[src/rtl/uart_tx_sched.sv]
// uart_tx_sched: round-robin share of one byte UART transmitter.
// Each packet goes out as an ID header byte followed by its payload, one byte per frame time.
module uart_tx_sched #(
    parameter int N_REQ        = 4,
    parameter int FRAME_CYCLES = 11
) (
    input  logic               clk,
    input  logic               rst,
    input  logic [N_REQ-1:0]   req_valid,
    input  logic [8*N_REQ-1:0] req_data,
    input  logic [N_REQ-1:0]   req_last,
    output logic [N_REQ-1:0]   req_ready,
    output logic               tx_start,
    output logic [7:0]         tx_data,
    output logic               busy,
    output logic [3:0]         grant_id
);

    localparam int CW = $clog2(FRAME_CYCLES);
    localparam logic [CW-1:0] PACE_LOAD = CW'(FRAME_CYCLES - 2);
    localparam logic [3:0] LAST_RST = 4'(N_REQ - 1);

    typedef enum logic [1:0] {IDLE, HDR, DATA, PACE} state_t;

    state_t        state, state_nx;
    logic [3:0]    grant, last_grant, pick;
    logic          any_valid;
    logic          last_flag;
    logic [CW-1:0] cnt;
    logic          gnt_valid, gnt_last;
    logic [7:0]    gnt_data;

    // Round-robin pick: lowest valid index above last_grant, else lowest overall
    always_comb begin
        any_valid = |req_valid;
        pick      = last_grant;
        for (int i = N_REQ - 1; i >= 0; i--) begin
            if (req_valid[i] && i <= int'(last_grant)) pick = 4'(i);
        end
        for (int i = N_REQ - 1; i >= 0; i--) begin
            if (req_valid[i] && i > int'(last_grant)) pick = 4'(i);
        end
    end

    // Mux the granted requester's byte stream
    always_comb begin
        gnt_valid = 1'b0;
        gnt_last  = 1'b0;
        gnt_data  = 8'h00;
        for (int i = 0; i < N_REQ; i++) begin
            if (grant == 4'(i)) begin
                gnt_valid = req_valid[i];
                gnt_last  = req_last[i];
                gnt_data  = req_data[8*i +: 8];
            end
        end
    end

    // State register
    always_ff @(posedge clk or posedge rst) begin
        if (rst) state <= IDLE;
        else     state <= state_nx;
    end

    // Next-state logic
    always_comb begin
        state_nx = state;
        unique case (state)
            IDLE: if (any_valid) state_nx = HDR;
            HDR:  state_nx = PACE;
            DATA: if (gnt_valid) state_nx = PACE;
            PACE: if (cnt == '0) state_nx = last_flag ? IDLE : DATA;
            default: state_nx = IDLE;
        endcase
    end

    // Grant, round-robin pointer, pace counter and last-byte flag
    always_ff @(posedge clk or posedge rst) begin
        if (rst) begin
            grant      <= 4'h0;
            last_grant <= LAST_RST;
            last_flag  <= 1'b0;
            cnt        <= '0;
        end else begin
            unique case (state)
                IDLE: if (any_valid) grant <= pick;
                HDR: begin
                    cnt       <= PACE_LOAD;
                    last_flag <= 1'b0;
                end
                DATA: if (gnt_valid) begin
                    cnt       <= PACE_LOAD;
                    last_flag <= gnt_last;
                end
                PACE: begin
                    if (cnt != '0)     cnt        <= cnt - CW'(1);
                    else if (last_flag) last_grant <= grant;
                end
                default: ;
            endcase
        end
    end

    // Outputs decoded from state
    always_comb begin
        tx_start  = 1'b0;
        tx_data   = 8'h00;
        req_ready = '0;
        busy      = (state != IDLE);
        grant_id  = grant;
        unique case (state)
            HDR: begin
                tx_start = 1'b1;
                tx_data  = {4'hA, grant};
            end
            DATA: if (gnt_valid) begin
                tx_start = 1'b1;
                tx_data  = gnt_data;
                for (int i = 0; i < N_REQ; i++) begin
                    if (grant == 4'(i)) req_ready[i] = 1'b1;
                end
            end
            default: ;
        endcase
    end

endmodule

[config.mk]
export PLATFORM = sky130hd
export DESIGN_NAME = uart_tx_sched
export DESIGN_NICKNAME = d
export VERILOG_FILES = /design/src/rtl/uart_tx_sched.sv
export SDC_FILE = /design/constraint.sdc
export NUM_CORES = 1
export LEC_CHECK = 0
export ABC_CLOCK_PERIOD_IN_PS = 1900
export BUFFER_PORTS_ARGS = -buffer_cell sky130_fd_sc_hd__buf_4
export CORE_ASPECT_RATIO = 0.6
export CORE_MARGIN = 1
export CORE_UTILIZATION = 35
export CTS_CLUSTER_SIZE = 20
export DETAILED_ROUTE_END_ITERATION = 8
export GPL_TIMING_DRIVEN = 0
export SLEW_MARGIN = 10
export SYNTH_ARGS = -nofsm -noshare
export SYNTH_HDL_FRONTEND = slang
export SYNTH_SLANG_ARGS = --single-unit
[constraint.sdc]
create_clock -name clk -period 1.9 [get_ports clk]
set_clock_uncertainty 0.15 [all_clocks]
set_input_delay 0.38 -clock clk [delete_from_list [all_inputs] [get_ports clk]]
set_output_delay 0.38 -clock clk [all_outputs]
set_load 0.02 [all_outputs]
==> results <==
- The flow ran to the end, but the final reports show violations.
- The checks that failed: setup timing.
- The average cell area after synthesis is 10.1 µm².
- After layout, the worst setup slack is -0.517 ns.
- The fraction of synthesized cell area taken by the top area cell type is 0.240.
- Setup repair after global routing could not meet its margin everywhere.
- The HPWL after detailed placement is 3320 µm.
- The number of global-route vias before repair came to 1,367.
- Among cell families on the critical path, the largest total delay comes from multiplexers.
- Counting along the longest clock path gives a buffer depth of 2.
- Clock latency on the worst-skew pair, taken at its later pin, is about 0.25 ns.
- The number of max-slew violations in the final report is 0.
- The clock tree from TritonCTS is yes.
- The count of vias placed by the detailed router is about 1,400.
- The number of antenna diodes in the final layout is 0.
- In this run, CTS created clock tree buffers numbering 3.
- The clock net in this run drives a total of 15 sinks.
- The number of synthesized flops with an enable pin is 0.
- The first routing iteration left slightly below 50 violations.
- The overall routing resource usage is 0.226.
- The number of DRC violations after detailed routing is 0.
- The critical path crosses 4 cells after its start point.
- The count of mapped cells out of synthesis is between 100 and 150.
- The slew at the pin closest to its max-slew limit is 0.584 ns.
- Among all cell types in the netlist, the one instantiated most often is sky130_fd_sc_hd__dfrtp_1.
- The design draws 3.07 mW.
- The floorplan die area is 0.00413 mm².
- The share of final-layout standard cells stronger than drive strength 1 is 0.616.
- The post-synth net total is between 150 and 200.
- In this run the number of H-tree levels came out at 1.
- After detailed routing, the average wire length per cell comes to 17.4 µm.
- In the synthesized netlist, the cells that appear most often are sky130_fd_sc_hd__dfrtp_1 (13), sky130_fd_sc_hd__inv_1 (12), sky130_fd_sc_hd__ha_1 (8).
- Max-cap violations in this run came to 0.
- The storage element area is 382 µm².
- The worst hold path belongs to the class input pin to asynchronous set/reset pin.
- The die is around 82 µm wide.
- Across the VDD grid, the largest voltage drop is ~0.76 mV.
- In the routed layout, each cell is associated on average with a via count of roughly 5.5.
- In this run the power density over the cells is 1380 mW/mm².
- In this run the vertical extent of the chip is roughly 50 µm.
- The final worst-path cycle share is 1.27.
- The relative slew slack is 0.610.
- After synthesis, the share of flip-flops with an asynchronous set or reset is 1.00.
- The number of antenna violations at the first check in global routing is 0.
- The slowest stage of the critical path belongs to the cell sky130_fd_sc_hd__mux4_2.
- The highest clock frequency the design can meet is 414 MHz.
- The synthesized design contains 15 register bits.
- The detailed-routing iteration count for the pre-antenna-repair pass is 4.
- The kind of critical path is flip-flop to primary output.
- The worst setup path is launched from a flip-flop.
- After synthesis, the cell types taking the most area are sky130_fd_sc_hd__dfrtp_1 (24%), sky130_fd_sc_hd__mux4_1 (9.7%), sky130_fd_sc_hd__ha_1 (7.4%), sky130_fd_sc_hd__mux2_2 (4.2%), sky130_fd_sc_hd__dfstp_2 (3.9%).
- The start of the worst register-to-register path is grant_id[0].
- Compared with the post-synthesis result, the final layout area differs by 64.8%.
- The clock edge transition at the registers on the reported setup and hold paths is 0.06 ns.
- After floorplanning, the core was sized to cover about 0.0037 mm².
- The starting density of the core is 0.368.
- Counting both buffers and inverters, the worst setup path holds a total of 1.
- The number of nets in the finished design is 262.
- The source of the critical timing path is grant_id[2].
- The largest area contributor in the netlist is sky130_fd_sc_hd__dfrtp_1.
- The largest single stage delay on the critical path is roughly 0.48 ns.
- Once detail routing completed, the nets flagged for antenna violations numbered 0.
- The worst register-to-register path has a depth of 5.
- During placement, the flow inserted port buffers numbering 59.
- The cell leakage power is 1.01 nW.
- The number of endpoints with negative hold slack in the final report is 0.
- The first-pass GRT wire length is between 6000 and 7000 µm.
- The cell area after synthesis is 0.00136 mm².
- The type of element capturing the critical path is a primary output.
- Of all nets on the critical path, the largest fanout is 6.
- Summing all multi-input logic gate instances after layout gives around 0.0011 mm².
- The final weighted congestion in routability-driven placement is between 0.8 and 0.9.
- Setup violations remaining at the end of the flow were counted as 19.
- STA puts the critical path data arrival time at ~1.9 ns.
- Of the synthesized area, sequential elements account for 0.279.
- Among all flip-flop cells after synthesis, the most frequent one is sky130_fd_sc_hd__dfrtp_1.
- The number of unique standard cell types used by synthesis is 45.
- During synthesis, Yosys emitted a total of 0 warnings.
- Walking the worst path, the cells encountered are or3_1, mux4_2, a32o_2, buf_6.
- The routed design has between 4000 and 5000 µm of wire.
- The number of ports placed on the die boundary is 60.
- The number of rows created at floorplan is 17.
- Once layout is complete, the utilization of the core stands at 0.607.
- At the worst endpoint, the required time is ~1.4 ns.
- The buffer type at the clock tree root is sky130_fd_sc_hd__clkbuf_8.
- The minimum period implied by the final worst setup slack is 2.42 ns.
- The leftover overflow at the end of global routing is 0.
- Entering global routing, the biggest net connects 16 pins.
- Counting the fill cells in the layout gives 315.
## flip-flops by register name, indices dropped and copies added, names as in the netlist
signal	cells
cnt	4
grant_id	4
last_flag	1
last_grant	4
state	2
## worst paths after layout
kind                       slack (ns)            end
setup / recovery                -0.52     tx_data[3]
hold / removal                   0.04  last_grant[3]
setup reg to reg                -0.13       state[1]
hold reg to reg                  0.36         cnt[1]
max in group asynchronous        1.14    grant_id[3]
min in group clk                 0.36         cnt[1]
## layout by cell type (no fill, tap or decap), drive strengths merged, types with 3 or more instances in the layout
cell type	count
mux2i	3
ha	8
nor3b	3
or3	3
mux2	6
mux4	7
inv	12
a32o	3
a21oi	5
dfrtp	13
o21ai	6
a211oi	5
buf	76
nand2	7
nor2	6
nand3	4
clkbuf	7
nand3b	3
## repair_timing
| item | in CTS | in global routing |
|---|---|---|
| hold buffers | 0 | 0 |
| setup buffers | 7 | 8 |
| gates cloned | 0 | 0 |
| gates resized for setup | 19 | 28 |
| pin swaps | 7 | 10 |
| endpoints found under the setup margin | 22 | 26 |
## power by group
part | leakage [nW] | internal [mW] | switching (mW)
combinational | 0.809 | 1.11 | 1.17
clock | 0.0228 | 0.149 | 0.119
sequential | 0.180 | 0.425 | 0.100
## metrics by stage
stage	TNS (ns)	instance area, µm²	hold WS, ns	setup slack (ns)	instances
after global placement	-3.27	1930	0.322	-0.323	240
after CTS	-5.81	2070	0.0794	-0.526	251
after floorplan	-2.32	1430	0.130	-0.242	134
final	-5.66	2230	0.0437	-0.517	258
after global routing	-7.19	2230	0.0867	-0.578	258
after detailed placement	-3.59	1930	0.340	-0.346	240
## layout make-up
class,instances,area share
plain buffers,5,0.0230
clock buffers,4,0.0202
inverters,12,0.0202
multi-input cells,101,0.471
flip-flops and latches,15,0.171
well taps,47,0.0263
repair buffers,74,0.269
## routing by layer
metal	wire length [µm]	GRT usage	vias up
met4	6	0.0205	0
met1	2040	0.316	707
li1	-	-	669
met2	2250	0.368	40
met5	0	0	-
met3	174	0.0509	2
## logic make-up after synthesis
| logic type | share of synthesized area |
|---|---|
| xor+xnor | 0.00646 |
| buf+inv | 0.0563 |
| mux | 0.205 |
| fa+ha+maj | 0.0739 |
| simple gates | 0.173 |
| compound gates | 0.207 |
| flops | 0.279 |
Power figures use the tool's default switching activity.
